`src/rtl/wb_sonar_array.sv`:
```
// Wishbone-controlled multi-channel ultrasonic ranger.
//
// A sweep pings every channel set in the MASK latched at sweep start, in
// ascending index order: a TRIG_CYCLES trigger pulse, a wait of up to
// TIMEOUT_CYCLES for the echo to rise, a measurement of the echo width
// (saturating at TIMEOUT_CYCLES), then a GAP_CYCLES quiet interval.
//
// Ports:
//   clk, reset            single clock, asynchronous active-low reset
//   wb_*                  Wishbone slave, 1-cycle ack, registers at adr[7:2]
//   trig_o[N_CH]          per-channel trigger outputs (at most one high)
//   echo_i[N_CH]          per-channel asynchronous echo inputs
//   intr                  level interrupt, DONE & IE
//
// Register map:
//   0x00 CTRL   rw  [0] EN, [1] CONT, [2] IE, [8+N_CH-1:8] MASK
//   0x04 STATUS     [0] BUSY ro, [1] DONE w1c, [15:8] VALID ro, [23:16] TMO ro
//   0x08 START  wo  [0]=1 starts a sweep when EN=1 and idle
//   0x10+4*ch DIST  ro  echo width in cycles
module wb_sonar_array #(
  parameter int unsigned N_CH           = 2,
  parameter int unsigned TRIG_CYCLES    = 1000,
  parameter int unsigned TIMEOUT_CYCLES = 3800000,
  parameter int unsigned GAP_CYCLES     = 6000000,
  parameter int unsigned CNT_W          = 24
) (
  input  logic            clk,
  input  logic            reset,
  input  logic [31:0]     wb_adr_i,
  input  logic [31:0]     wb_dat_i,
  output logic [31:0]     wb_dat_o,
  input  logic            wb_stb_i,
  input  logic            wb_cyc_i,
  input  logic            wb_we_i,
  input  logic [3:0]      wb_sel_i,
  output logic            wb_ack_o,
  output logic [N_CH-1:0] trig_o,
  input  logic [N_CH-1:0] echo_i,
  output logic            intr
);

  localparam int unsigned ChW    = (N_CH > 1) ? $clog2(N_CH) : 1;
  localparam int unsigned MaxA   = (TRIG_CYCLES > GAP_CYCLES) ? TRIG_CYCLES : GAP_CYCLES;
  localparam int unsigned MaxCyc = (MaxA > TIMEOUT_CYCLES) ? MaxA : TIMEOUT_CYCLES;
  localparam int unsigned TmrW   = $clog2(MaxCyc + 1);

  localparam logic [TmrW-1:0] TrigLast = TmrW'(TRIG_CYCLES - 1);
  localparam logic [TmrW-1:0] WaitLast = TmrW'(TIMEOUT_CYCLES - 1);
  localparam logic [TmrW-1:0] MeasMax  = TmrW'(TIMEOUT_CYCLES);
  localparam logic [TmrW-1:0] GapLast  = TmrW'(GAP_CYCLES - 1);

  typedef enum logic [2:0] {StIdle, StTrig, StWaitRise, StMeasure, StGap} state_e;

  state_e            state_q, state_d;
  logic [ChW-1:0]    ch_q, ch_d;
  logic [TmrW-1:0]   tmr_q, tmr_d;
  logic              ack_q;
  logic              en_q, en_d, cont_q, cont_d, ie_q, ie_d;
  logic [N_CH-1:0]   mask_q, mask_d, sweep_mask_q, sweep_mask_d;
  logic              done_q, done_d, restart_q, restart_d;
  logic [N_CH-1:0]   valid_q, valid_d, tmo_q, tmo_d;
  logic [N_CH-1:0]   echo_m_q, echo_s_q, echo_p_q;
  logic [CNT_W-1:0]  dist_q [N_CH];

  logic              dist_we;
  logic [CNT_W-1:0]  dist_val;
  logic              set_done, begin_sweep, busy;
  logic              acc, wr, ctrl_wr, stat_wr, start_wr;
  logic [5:0]        reg_idx;
  logic [ChW:0]      first_ch, next_ch;
  logic              e_now, e_prev;
  logic [31:0]       rdata;
  logic              unused_bits;

  // Lowest set bit of m at index >= lo, returned as {found, index}.
  function automatic logic [ChW:0] find_from(input logic [N_CH-1:0] m, input int lo);
    logic [ChW:0] res;
    res = '0;
    for (int i = int'(N_CH) - 1; i >= 0; i--) begin
      if (m[i] && i >= lo) res = {1'b1, ChW'(i)};
    end
    return res;
  endfunction

  // Bus decode; the access completes on the ack cycle.
  assign reg_idx  = wb_adr_i[7:2];
  assign acc      = ack_q & wb_stb_i & wb_cyc_i;
  assign wr       = acc & wb_we_i;
  assign ctrl_wr  = wr && (reg_idx == 6'd0);
  assign stat_wr  = wr && (reg_idx == 6'd1);
  assign start_wr = wr && (reg_idx == 6'd2) && wb_dat_i[0];
  assign wb_ack_o = ack_q;

  assign busy     = (state_q != StIdle);
  assign intr     = done_q & ie_q;
  assign e_now    = echo_s_q[ch_q];
  assign e_prev   = echo_p_q[ch_q];
  assign first_ch = find_from(mask_q, 0);
  assign next_ch  = find_from(sweep_mask_q, int'(ch_q) + 1);

  assign unused_bits = ^{wb_sel_i, wb_adr_i[31:8], wb_adr_i[1:0], wb_dat_i};

  always_comb begin
    en_d   = en_q;
    cont_d = cont_q;
    ie_d   = ie_q;
    mask_d = mask_q;
    if (ctrl_wr) begin
      en_d   = wb_dat_i[0];
      cont_d = wb_dat_i[1];
      ie_d   = wb_dat_i[2];
      mask_d = wb_dat_i[8 +: N_CH];
    end
  end

  always_comb begin
    state_d      = state_q;
    ch_d         = ch_q;
    tmr_d        = tmr_q;
    sweep_mask_d = sweep_mask_q;
    valid_d      = valid_q;
    tmo_d        = tmo_q;
    done_d       = done_q;
    restart_d    = restart_q;
    dist_we      = 1'b0;
    dist_val     = '0;
    set_done     = 1'b0;
    begin_sweep  = 1'b0;

    unique case (state_q)
      StIdle: begin
        restart_d = 1'b0;
        if (en_d && (start_wr || (restart_q && cont_q))) begin_sweep = 1'b1;
      end
      StTrig: begin
        if (tmr_q == TrigLast) begin
          state_d = StWaitRise;
          tmr_d   = '0;
        end else begin
          tmr_d = tmr_q + TmrW'(1);
        end
      end
      StWaitRise: begin
        // Edge, not level: an echo already high on entry is not a rise.
        if (e_now && !e_prev) begin
          state_d = StMeasure;
          tmr_d   = TmrW'(1);
        end else if (tmr_q == WaitLast) begin
          tmo_d[ch_q]   = 1'b1;
          valid_d[ch_q] = 1'b0;
          dist_we       = 1'b1;
          state_d       = StGap;
          tmr_d         = '0;
        end else begin
          tmr_d = tmr_q + TmrW'(1);
        end
      end
      StMeasure: begin
        if (!e_now) begin
          valid_d[ch_q] = 1'b1;
          dist_we       = 1'b1;
          dist_val      = CNT_W'(tmr_q);
          state_d       = StGap;
          tmr_d         = '0;
        end else if (tmr_q == MeasMax) begin
          tmo_d[ch_q]   = 1'b1;
          valid_d[ch_q] = 1'b0;
          dist_we       = 1'b1;
          dist_val      = CNT_W'(MeasMax);
          state_d       = StGap;
          tmr_d         = '0;
        end else begin
          tmr_d = tmr_q + TmrW'(1);
        end
      end
      StGap: begin
        if (tmr_q == GapLast) begin
          tmr_d = '0;
          if (next_ch[ChW]) begin
            state_d = StTrig;
            ch_d    = next_ch[ChW-1:0];
          end else begin
            state_d   = StIdle;
            set_done  = 1'b1;
            restart_d = en_q && cont_q;
          end
        end else begin
          tmr_d = tmr_q + TmrW'(1);
        end
      end
      default: state_d = StIdle;
    endcase

    if (begin_sweep) begin
      sweep_mask_d = mask_q;
      valid_d      = valid_q & ~mask_q;
      tmo_d        = tmo_q & ~mask_q;
      tmr_d        = '0;
      if (first_ch[ChW]) begin
        state_d = StTrig;
        ch_d    = first_ch[ChW-1:0];
      end else begin
        set_done = 1'b1;
      end
    end

    // EN cleared mid-sweep: abandon the sweep, keep results, leave DONE alone.
    if (busy && !en_d) begin
      state_d   = StIdle;
      tmr_d     = '0;
      restart_d = 1'b0;
      set_done  = 1'b0;
    end

    if (stat_wr && wb_dat_i[1]) done_d = 1'b0;
    if (set_done) done_d = 1'b1;
  end

  always_comb begin
    trig_o = '0;
    if (state_q == StTrig) trig_o[ch_q] = 1'b1;
  end

  always_comb begin
    rdata = '0;
    if (reg_idx == 6'd0) begin
      rdata[0]          = en_q;
      rdata[1]          = cont_q;
      rdata[2]          = ie_q;
      rdata[8 +: N_CH]  = mask_q;
    end else if (reg_idx == 6'd1) begin
      rdata[0]          = busy;
      rdata[1]          = done_q;
      rdata[8 +: N_CH]  = valid_q;
      rdata[16 +: N_CH] = tmo_q;
    end else if (reg_idx >= 6'd4 && reg_idx < 6'(4 + N_CH)) begin
      rdata = 32'(dist_q[ChW'(reg_idx - 6'd4)]);
    end
  end

  assign wb_dat_o = (ack_q && !wb_we_i) ? rdata : 32'd0;

  always_ff @(posedge clk or negedge reset) begin
    if (!reset) begin
      state_q      <= StIdle;
      ch_q         <= '0;
      tmr_q        <= '0;
      ack_q        <= 1'b0;
      en_q         <= 1'b0;
      cont_q       <= 1'b0;
      ie_q         <= 1'b0;
      mask_q       <= '0;
      sweep_mask_q <= '0;
      done_q       <= 1'b0;
      restart_q    <= 1'b0;
      valid_q      <= '0;
      tmo_q        <= '0;
      echo_m_q     <= '0;
      echo_s_q     <= '0;
      echo_p_q     <= '0;
      for (int i = 0; i < int'(N_CH); i++) dist_q[i] <= '0;
    end else begin
      state_q      <= state_d;
      ch_q         <= ch_d;
      tmr_q        <= tmr_d;
      ack_q        <= wb_stb_i & wb_cyc_i & ~ack_q;
      en_q         <= en_d;
      cont_q       <= cont_d;
      ie_q         <= ie_d;
      mask_q       <= mask_d;
      sweep_mask_q <= sweep_mask_d;
      done_q       <= done_d;
      restart_q    <= restart_d;
      valid_q      <= valid_d;
      tmo_q        <= tmo_d;
      echo_m_q     <= echo_i;
      echo_s_q     <= echo_m_q;
      echo_p_q     <= echo_s_q;
      if (dist_we) dist_q[ch_q] <= dist_val;
    end
  end

endmodule

```
`config.mk`:
```
export PLATFORM = sky130hd
export DESIGN_NAME = wb_sonar_array
export DESIGN_NICKNAME = d
export VERILOG_FILES = /design/src/rtl/wb_sonar_array.sv
export SDC_FILE = /design/constraint.sdc
export NUM_CORES = 1
export LEC_CHECK = 0
export ABC_AREA = 1
export BUFFER_PORTS_ARGS = -buffer_cell sky130_fd_sc_hd__buf_2
export CORE_MARGIN = 1.5
export CORE_UTILIZATION = 50
export CTS_CLUSTER_SIZE = 25
export DETAILED_ROUTE_END_ITERATION = 8
export HOLD_SLACK_MARGIN = 0.15
export PLACE_DENSITY_LB_ADDON = 0.25
export SETUP_SLACK_MARGIN = 0.5
export SLEW_MARGIN = 10
export SYNTH_ARGS = -nofsm -noshare
export SYNTH_HDL_FRONTEND = slang
export SYNTH_SLANG_ARGS = --single-unit
```
`constraint.sdc`:
```
create_clock -name clk -period 5.4 [get_ports clk]
set_clock_uncertainty 0.15 [all_clocks]
set_input_delay 0.27 -clock clk [delete_from_list [all_inputs] [get_ports clk]]
set_output_delay 0.27 -clock clk [all_outputs]
set_load 0.005 [all_outputs]
```
==> qor.txt, run 1 <==
CP Cell Sequence = inv_2 -> nand2_1 -> nor2_1 -> nand3_1 -> nand2_1 -> nor2_1 -> nor2_2 -> nand2_2 -> o21bai_1
Peak VDD IR = 0.1894 mV
Crit. Startpoint = state_q[2]$_DFF_PN0_
main area contributors after synthesis = dfrtp_1 43%, nand2_1 13%, nor2_1 7.2%
Detailed Route WL = 13650 um
R2R setup slack = 2830 ps
Final WS setup = 2831 ps
slew margin rel. = 30.25%
row cnt = 37
Power Dens Cells = 206.0 nW/um^2
die footprint = 11400 um^2
DRT met1 WL = 6295 um
Final Hold Vio Count = 0
Antenna Cells = 0
Setup violations, final = 0
DP Worst Slack = 2657 ps
Yosys cell types = 34
clk slew on worst S/H paths = 100 ps
CP endpoint kind = flop
Req. time, crit path = 5530 ps
count leader, synth = nand2_1
biggest area consumer among synthesized cells = dfrtp_1
First-pass DRT Iterations = 5
detailed-route via count = 4919
post-route setup TNS = 0 ps
port bufs = 44
Seq/Total Area, Yosys = 42.75%
initial antenna violation count = 0
CTS tree = built
RR Startpoint = state_q[2]$_DFF_PN0_
highest routed metal layer = met4
Mapped Avg Cell Area = 7.387 um^2
worst endpoint data arrival time = 2700 ps
Post-synth EDFFs = 0
most frequent cells after synthesis = 180 x nand2_1, 104 x nor2_1, 92 x dfrtp_1
# DRC = 0
max-cap violation count = 0
drt initial violations = 407
Ys Warns = 0
# H-tree levels = 3
postcts setup bufs = 0
R2R depth = 9
routability congestion estimate = 0.9552
unrepaired setup endpoints after global routing = no
period utilization = 47.58%
largest net degree at the start of global routing = 59
I/O pins = 111
total CTS buffers = 9
Syn Std Cell Area = 5385 um^2
share of cells above drive strength 1 = 14.36%
Post-Syn Instances = 729
fin crit period = 2569 ps
Detail Placement HPWL = 9467 um
die width = 106.8 um
Initial Utilization = 51.93%
slowest CP cell = nor2_1
met3 WL = 625 um
Final nets = 845
Sink Count = 92
vias in the first global route = 4644
Slew Viols, Final = 0
clk root buf = clkbuf_8
Die Ht = 106.8 um
Max clock buf depth = 2
ys flop type = dfrtp_1
Hold WC Path Type = input pin to flop
type of origin of the critical path = flop
FMAX = 389.2 MHz
first-pass GRT wire length = 22400 um
worst-path fanout max = 17
Clock Latency Late Sink = 360 ps
worst setup path category = flop to flop
DRT antenna net count = 0
P_leak = 2.823 nW
vias per cell = 5.411
total track usage = 24.79%
Slew @ Worst Pin = 1042 ps
FF+latch count, synth = 92
Core ar. = 10370 um^2
ys async rst share = 100.0%
Reg-to-Reg End = tmr_q[8]$_DFFE_PN0P_
Worst Setup EP = tmr_q[8]$_DFFE_PN0P_
met2 WL = 6547 um
Synth top area share = 42.75%
post-DR wirelength/cell = 15.02 um
status = complete, no violations
grt total ovfl = 0
Area Growth Syn to Fin = 9.131%
CP max stage delay = 790 ps
-- critical path: cells and delay by family, from the launching register on --
family,cells,cell delay (ps)
AND/OR/NAND/NOR,7,1700
flip-flops,1,420
AO/OA/AOI/OAI,1,170
buffers and inverters,1,70
-- placed cells by master (no fill, tap or decap), drive strengths merged --
cell         Yosys  layout
nor2           114     114
a31oi            2       2
nand3b           1       1
inv             71      75
buf             23      47
nand4           15      15
dfrtp           92      92
conb             1       9
o211ai           3       3
clkinv           0       2
ha               2       2
dlygate4sd3      0      10
nand2          193     193
nor3            13      13
clkbuf          14       9
or2              1       1
a21oi           18      18
o21ai           80      80
xor2             9       9
clkinvlp         0       1
o21bai           9       9
nand3           49      49
nor4            19      19
-- state kept, by name (all words and copies together) (netlist names), 2 cells and up, named ones only --
signal and cells:
dist_q 46, tmr_q 23, state_q 3, echo_m_q 2, echo_p_q 2, echo_s_q 2, mask_q 2, tmo_q 2
-- report_power, final --
part / switching (W) / internal [W]
Sequential: 0.00000237 / 0.000692
Combinational: 0.0000404 / 0.0000171
Clock: 0.000280 / 0.000179
Total: 0.000323 / 0.000888
-- layer usage --
metal | vias to the layer above | global-route usage (%)
li1 | 2424 | -
met1 | 2341 | 34.52
met2 | 139 | 40.71
met3 | 15 | 3.465
met4 | 0 | 6.571
met5 | - | 0
-- area by class of cell --
class / instances / area (um^2)
fill: 959 / 4493
inverter: 71 / 266.5
sequential: 92 / 2302
multi-input combinational: 537 / 2601
clock inverter: 7 / 67.56
timing repair buffer: 57 / 345.3
tap: 136 / 170.2
clock buffer: 9 / 123.9
-- repair_timing --
action,CTS,global route
hold endpoints to repair,43,0
gates resized for setup,0,0
hold buffers,10,0
-- logic make-up (layout without fill, tap and decap cells) --
logic type | Yosys count | count (layout) | synth area share (%)
AND/OR/NAND/NOR | 405 | 405 | 34.11
AO/OA/AOI/OAI | 112 | 112 | 11.64
buffers and inverters | 108 | 144 | 9.503
flip-flops | 92 | 92 | 42.75
XOR/XNOR | 9 | 9 | 1.464
adder cells (fa/ha/maj) | 2 | 2 | 0.4646
other | 1 | 9 | 0.06964
-- worst min-delay path by stage --
| stage | startpoint | end | slack, ps | cells after the start |
|---|---|---|---|---|
| global placement | reset | ie_q$_DFFE_PN0N_ | 90 | 1 |
| finish | wb_adr_i[6] | cont_q$_DFFE_PN0N_ | 190 | 6 |
| global route | wb_adr_i[7] | cont_q$_DFFE_PN0N_ | 190 | 6 |
| floorplan | reset | async pin | -180 | 0 |
| CTS | wb_adr_i[7] | cont_q$_DFFE_PN0N_ | 180 | 6 |
| detailed placement | reset | ie_q$_DFFE_PN0N_ | 90 | 1 |
-- metrics by stage --
| stage | power, W | hold slack [ps] | cells | area, um^2 | util [%] |
|---|---|---|---|---|---|
| after global routing | 0.001258 | 188.7 | 909 | 5877 | 56.67 |
| after CTS | 0.001220 | 183.0 | 909 | 5877 | 56.67 |
| after floorplan | 0.0007365 | -175.6 | 737 | 5415 | - |
| after global placement | 0.0007587 | 85.54 | 883 | 5585 | 53.86 |
| final | 0.001211 | 187.1 | 909 | 5877 | 56.67 |
| after detailed placement | 0.0007600 | 89.09 | 883 | 5585 | 53.86 |
No activity file was read; power rests on OpenSTA's default activity.
==> inputs of run 2 (changes only) <==
ABC_AREA = 0   (was 1)
clock period = 2.6 ns   (was 5.4 ns; I/O delays follow)
==> qor.txt, run 2 <==
# H-tree levels = 3 (unchanged)
Crit. Startpoint = tmr_q[12]$_DFFE_PN0P_ (was state_q[2]$_DFF_PN0_)
Max clock buf depth = 2 (unchanged)
Post-synth EDFFs = 0 (unchanged)
DRT antenna net count = 0 (unchanged)
CP Cell Sequence = or4_4 -> nor3_4 -> buf_6 -> nand4_1 -> buf_4 -> clkbuf_16 -> nand4b_1 -> nand3_1 (was inv_2 -> nand2_1 -> nor2_1 -> nand3_1 -> nand2_1 -> nor2_1 -> nor2_2 -> nand2_2 -> o21bai_1)
ys async rst share = 100.0% (unchanged)
FF+latch count, synth = 92 (unchanged)
drt initial violations = 771 (was 407)
area of the multi-input gates = 3254 um^2 (was 2601 um^2)
worst setup path category = flop to flop (unchanged)
fin crit period = 2478 ps (was 2569 ps)
detailed-route via count = 5633 (was 4919)
status = complete, no violations (unchanged)
Area Growth Syn to Fin = 48.03% (was 9.131%)
die footprint = 10780 um^2 (was 11400 um^2)
Hold WC Path Type = input pin to async pin (was input pin to flop)
CP max stage delay = 560 ps (was 790 ps)
Die Ht = 103.8 um (was 106.8 um)
most frequent cells after synthesis = 92 x dfrtp_1, 66 x nor2_1, 49 x nand2_1 (was 180 x nand2_1, 104 x nor2_1, 92 x dfrtp_1)
RR Startpoint = tmr_q[12]$_DFFE_PN0P_ (was state_q[2]$_DFF_PN0_)
biggest area consumer among synthesized cells = dfrtp_1 (unchanged)
First-pass DRT Iterations = 5 (unchanged)
Peak VDD IR = 0.1997 mV (was 0.1894 mV)
vias in the first global route = 5073 (was 4644)
Yosys cell types = 66 (was 34)
vias per cell = 6.836 (was 5.411)
final hold slack = 140.2 ps (was 187.1 ps)
commonest non-fill, non-tap cell in the layout = buf_4 (was nand2_1)
Detailed Route WL = 20120 um (was 13650 um)
slew margin rel. = 56.52% (was 30.25%)
CTS tree = built (unchanged)
Final nets = 763 (was 845)
register with the most flip-flops = dist_q (unchanged)
post-route setup TNS = 0 ps (unchanged)
commonest non-fill, non-tap cells in the layout = 88 x buf_4, 71 x dfrtp_1, 63 x nor2_1 (was 180 x nand2_1, 104 x nor2_1, 92 x dfrtp_1)
Req. time, crit path = 2720 ps (was 5530 ps)
initial antenna violation count = 0 (unchanged)
Ys Warns = 0 (unchanged)
biggest registers after layout = dist_q x46, tmr_q x23, state_q x3 (unchanged)
R2R setup slack = 120 ps (was 2830 ps)
Post-Syn Instances = 548 (was 729)
Slew @ Worst Pin = 649.8 ps (was 1042 ps)
family with the most delay on the worst path = simple AND/OR/NAND/NOR gates (unchanged)
# DRC = 0 (unchanged)
share of cells above drive strength 1 = 44.57% (was 14.36%)
type of origin of the critical path = flop (unchanged)
FMAX = 403.5 MHz (was 389.2 MHz)
total CTS buffers = 9 (unchanged)
count leader, synth = dfrtp_1 (was nand2_1)
cell count after placement = 728 (was 883)
I/O pins = 111 (unchanged)
P_leak = 3.268 nW (was 2.823 nW)
Final Hold Vio Count = 0 (unchanged)
R2R depth = 8 (was 9)
Mapped Avg Cell Area = 9.274 um^2 (was 7.387 um^2)
Seq/Total Area, Yosys = 45.30% (was 42.75%)
worst-path fanout max = 6 (was 17)
Setup violations, final = 0 (unchanged)
max reg flops = 46 (unchanged)
clk slew on worst S/H paths = 100 ps (about the same)
PnR Total Power = 0.002656 W (was 0.001211 W)
Worst Setup EP = tmr_q[18]$_DFFE_PN0P_ (was tmr_q[8]$_DFFE_PN0P_)
Sink Count = 92 (unchanged)
sequential cell area = 2328 um^2 (was 2302 um^2)
die width = 103.8 um (was 106.8 um)
Antenna Cells = 0 (unchanged)
Detail Placement HPWL = 9644 um (was 9467 um)
row cnt = 36 (was 37)
period utilization = 95.32% (was 47.58%)
worst endpoint data arrival time = 2590 ps (was 2700 ps)
Synth top area share = 45.30% (was 42.75%)
post-DR wirelength/cell = 24.42 um (was 15.02 um)
WP depth = 8 (was 9)
CP endpoint kind = flop (unchanged)
Initial Utilization = 51.76% (was 51.93%)
Reg-to-Reg End = tmr_q[18]$_DFFE_PN0P_ (was tmr_q[8]$_DFFE_PN0P_)
routability congestion estimate = 0.9033 (was 0.9552)
total track usage = 30.55% (was 24.79%)
first-pass GRT wire length = 26140 um (was 22400 um)
Syn Std Cell Area = 5082 um^2 (was 5385 um^2)
port bufs = 44 (unchanged)
unrepaired setup endpoints after global routing = yes (was no)
max-cap violation count = 0 (unchanged)
largest net degree at the start of global routing = 51 (was 59)
grt total ovfl = 0 (unchanged)
WP buf/inv = 3 (was 1)
clk root buf = clkbuf_8 (unchanged)
fillers = 567 (was 959)
slowest CP cell = or4_4 (was nor2_1)
Core ar. = 9819 um^2 (was 10370 um^2)
Power Dens Cells = 353.1 nW/um^2 (was 206.0 nW/um^2)
main area contributors after synthesis = dfrtp_1 45%, nor2_1 4.9%, o2bb2ai_1 4.7% (was dfrtp_1 43%, nand2_1 13%, nor2_1 7.2%)
ys flop type = dfrtp_1 (unchanged)
Clock Latency Late Sink = 400 ps (was 360 ps)
Slew Viols, Final = 0 (unchanged)
fin cells = 824 (was 909)
-- run 2: kinds of logic (layout without fill, tap and decap cells) --
logic type,Yosys count,count (layout),share of synthesized area [%]
fa+ha+maj,2,2,0.4923
flops,92,92,45.30
compound gates,140,140,21.44
simple gates,221,221,21.86
mux,21,21,4.234
buf+inv,68,203,6.081
other cells,1,9,0.07378
xor+xnor,3,3,0.5171
-- run 2: final cells by class --
class / instances / share of cell area [%]
clock buffer: 9 / 1.646
timing repair buffer: 175 / 20.27
clock inverter: 7 / 1.064
multi-input combinational: 396 / 43.26
tap: 133 / 2.212
inverter: 12 / 0.5987
sequential: 92 / 30.95
-- run 2: metrics by stage --
step	worst slack, ps	cell area (um^2)	util, %
2_1_floorplan	203.7	5241	-
3_3_place_gp	68.12	5728	58.33
3_5_place_dp	17.18	5728	58.33
4_1_cts	223.5	6780	69.05
5_1_grt	67.36	7523	76.62
6_report	121.8	7523	76.62
-- run 2: worst min path at each step --
| stage | startpoint | to | cells after the start |
|---|---|---|---|
| after CTS | wb_adr_i[3] | done_q$_DFFE_PN0P_ | 5 |
| after detailed placement | reset | dist_q[26]$_DFFE_PN0P_ | 1 |
| after global placement | reset | dist_q[26]$_DFFE_PN0P_ | 1 |
| after floorplan | reset | async pin | 0 |
| after global routing | reset | dist_q[2]$_DFFE_PN0P_ | 2 |
| final | reset | async pin | 2 |
-- run 2: what timing repair did --
item | 4_1_cts | 5_1_grt
buffers inserted | 48 | 13
pin swaps | 25 | 41
endpoints found under the setup margin | 96 | 81
gates resized for setup | 84 | 85
hold buffers | 9 | 0
cloned | 4 | 6
hold endpoints to repair | 100 | 0
-- run 2: layer usage --
metal,wire [um],share of wire [%],vias to the layer above,global-route usage [%]
li1,-,-,2284,-
met1,7186,36,2742,40.96
met2,9556,47,458,48.72
met3,2113,11,149,5.223
met4,1262,6.3,0,13.59
met5,0,0,-,0
-- run 2: power breakdown --
group	leakage, nW	switching (W)	internal (W)	total, W
Combinational	1.94	0.0000985	0.0000541	0.000153
Clock	0.103	0.000601	0.000460	0.00106
Sequential	1.23	0.00000586	0.00144	0.00144
==> inputs of run 3 (changes only) <==
CTS_CLUSTER_SIZE = 16   (was 25)
PLACE_DENSITY = 0.74   (was default)
PLACE_DENSITY_LB_ADDON = default   (was 0.25)
==> qor.txt, run 3 (synthesis results as in run 2) <==
register with the most flip-flops = dist_q (unchanged)
area of the multi-input gates = 2909 um^2 (was 3254 um^2)
cell-internal power = 0.001894 W (was 0.001951 W)
vias in the first global route = 4853 (was 5073)
largest net degree at the start of global routing = 42 (was 51)
worst setup path category = flop to flop (unchanged)
worst hold path cell count = 4
Sequential Power Share = 57.1% (was 54.3%)
Req. time, crit path = 2700 ps (was 2720 ps)
Max clock buf depth = 2 (unchanged)
row cnt = 36 (unchanged)
Setup violations, final = 0 (unchanged)
R2R setup slack = 130 ps (was 120 ps)
Sink Count = 92 (unchanged)
worst endpoint data arrival time = 2570 ps (was 2590 ps)
Die Ht = 103.8 um (unchanged)
most frequent CP cell = buf_6
Initial Utilization = 51.76% (unchanged)
Reg-to-Reg End = tmr_q[16]$_DFFE_PN0P_ (was tmr_q[18]$_DFFE_PN0P_)
unrepaired setup endpoints after global routing = yes (unchanged)
Slew @ Worst Pin = 521.7 ps (was 649.8 ps)
commonest non-fill, non-tap cells in the layout = 83 x buf_4, 74 x dfrtp_1, 65 x nor2_1 (was 88 x buf_4, 71 x dfrtp_1, 63 x nor2_1)
fin crit period = 2472 ps (was 2478 ps)
worst-path fanout max = 5 (was 6)
slowest CP cell = or4b_4 (was or4_4)
sequential cell area = 2325 um^2 (was 2328 um^2)
port bufs = 44 (unchanged)
fillers = 682 (was 567)
max-cap violation count = 0 (unchanged)
Antenna Cells = 0 (unchanged)
Final nets = 747 (was 763)
CTS tree = built (unchanged)
first-pass GRT wire length = 24830 um (was 26140 um)
max reg flops = 46 (unchanged)
Slew Viols, Final = 0 (unchanged)
I/O pins = 111 (unchanged)
post-route setup TNS = 0 ps (unchanged)
Final WS setup = 127.6 ps (was 121.8 ps)
RR Startpoint = tmr_q[11]$_DFFE_PN0P_ (was tmr_q[12]$_DFFE_PN0P_)
drt initial violations = 482 (was 771)
detailed-route via count = 5112 (was 5633)
clk root buf = clkbuf_8 (unchanged)
Area Growth Syn to Fin = 35.92% (was 48.03%)
Combinational Power Share = 5.7% (about the same)
Peak VDD IR = 0.2103 mV (was 0.1997 mV)
CP max stage delay = 560 ps (about the same)
DRT antenna net count = 0 (unchanged)
First-pass DRT Iterations = 7 (was 5)
post-DR wirelength/cell = 20.71 um (was 24.42 um)
Power Dens Cells = 365.4 nW/um^2 (was 353.1 nW/um^2)
grt total ovfl = 0 (unchanged)
DP Worst Slack = -5.078 ps (was 17.18 ps)
Final Hold Vio Count = 0 (unchanged)
biggest registers after layout = dist_q x46, tmr_q x23, state_q x3 (unchanged)
FMAX = 404.5 MHz (was 403.5 MHz)
clk slew on worst S/H paths = 90 ps (was 100 ps)
slew margin rel. = 65.13% (was 56.52%)
initial antenna violation count = 0 (unchanged)
vias per cell = 6.327 (was 6.836)
# DRC = 0 (unchanged)
R2R depth = 8 (unchanged)
total track usage = 29.03% (was 30.55%)
Hold WC Path Type = input pin to flop (was input pin to async pin)
net switching power = 0.0006301 W (was 0.0007055 W)
type of origin of the critical path = flop (unchanged)
Clock Power Share = 37.2% (was 40.0%)
Clock Latency Late Sink = 370 ps (was 400 ps)
# H-tree levels = 3 (unchanged)
status = complete, no violations (unchanged)
period utilization = 95.09% (was 95.32%)
routability congestion estimate = 0.9197 (was 0.9033)
commonest non-fill, non-tap cell in the layout = buf_4 (unchanged)
Worst Hold End = sweep_mask_q[1]$_DFFE_PN0P_
worst hold start = wb_adr_i[3]
CP endpoint kind = flop (unchanged)
P_leak = 3.098 nW (was 3.268 nW)
die width = 103.8 um (unchanged)
final hold slack = 185.9 ps (was 140.2 ps)
share of cells above drive strength 1 = 38.22% (was 44.57%)
Core ar. = 9819 um^2 (unchanged)
Switching Share = 24.96% (was 26.56%)
Detail Placement HPWL = 9837 um (was 9644 um)
Detailed Route WL = 16730 um (was 20120 um)
die footprint = 10780 um^2 (unchanged)
CP Cell Sequence = or4b_4 -> nor4b_2 -> and3_4 -> a211oi_4 -> buf_6 -> buf_6 -> a22oi_1 -> o21ai_1 (was or4_4 -> nor3_4 -> buf_6 -> nand4_1 -> buf_4 -> clkbuf_16 -> nand4b_1 -> nand3_1)
total CTS buffers = 9 (unchanged)
run 3: changes by cell type in the layout (fill, tap and decap cells not counted), moves of 5 or more:
cell       before  now
o2bb2ai_2      14    1
buf_4          88   83
o2bb2ai_4       9    0
o2bb2ai_1       4   26
buf_6          19   14
run 3: final cells by class:
class	instances	share of cell area (%)
Inverter	12	0.6521
Clock inverter	5	0.5072
Timing Repair Buffer	159	18.47
Multi-Input combinational cell	396	42.11
Tap cell	133	2.409
Sequential cell	92	33.65
Clock buffer	11	2.192
run 3: how the worst max path moves through the flow:
stage,from,to,slack [ps]
after floorplan,tmr_q[0]$_DFFE_PN0P_,tmr_q[20]$_DFFE_PN0P_,200
after detailed placement,wb_adr_i[3],tmr_q[14]$_DFFE_PN0P_,-5
after global placement,wb_adr_i[3],tmr_q[13]$_DFFE_PN0P_,50
after global routing,tmr_q[4]$_DFFE_PN0P_,tmr_q[16]$_DFFE_PN0P_,100
after CTS,tmr_q[0]$_DFFE_PN0P_,flop,220
final,tmr_q[11]$_DFFE_PN0P_,tmr_q[16]$_DFFE_PN0P_,130
run 3: timing repair:
| item | 4_1_cts | 5_1_grt |
|---|---|---|
| setup buffers | 33 | 19 |
| setup endpoints to repair | 93 | 81 |
| hold buffers | 10 | 0 |
| cloned | 2 | 2 |
| gates resized for setup | 65 | 44 |
| pin swaps | 26 | 18 |
| hold endpoints to repair | 100 | 0 |
run 3: worst max-delay path: cells and delay by family, from the launching register on:
family                 cells  cell delay [ps]
buffers and inverters      2              270
DFF                        1              450
AOI/OAI and AO/OA          3              360
and+or+nand+nor            3             1110
run 3: power by group through the flow:
stage / clock, W / sequential [W] / combinational, W
3_5_place_dp: 0 / 0.00147 / 0.000120
6_report: 0.000938 / 0.00144 / 0.000144
3_3_place_gp: 0 / 0.00147 / 0.000116
4_1_cts: 0.000943 / 0.00144 / 0.000134
2_1_floorplan: 0 / 0.00147 / 0.0000610
5_1_grt: 0.00100 / 0.00144 / 0.000159
run 3: metal layers:
layer	up-vias	track usage (%)	share of wire (%)
li1	2248	-	-
met1	2484	39.93	41
met2	304	45.41	47
met3	76	4.154	7.3
met4	0	13.49	4.8
met5	-	0	0
run 3: stage by stage:
step | std cells | instance area [um^2] | power (W) | util, %
floorplan | 556 | 5241 | 0.001530 | -
global placement | 726 | 5713 | 0.001585 | 58.18
detailed placement | 726 | 5713 | 0.001590 | 58.18
CTS | 787 | 6499 | 0.002518 | 66.18
global route | 808 | 6908 | 0.002605 | 70.35
finish | 808 | 6908 | 0.002524 | 70.35
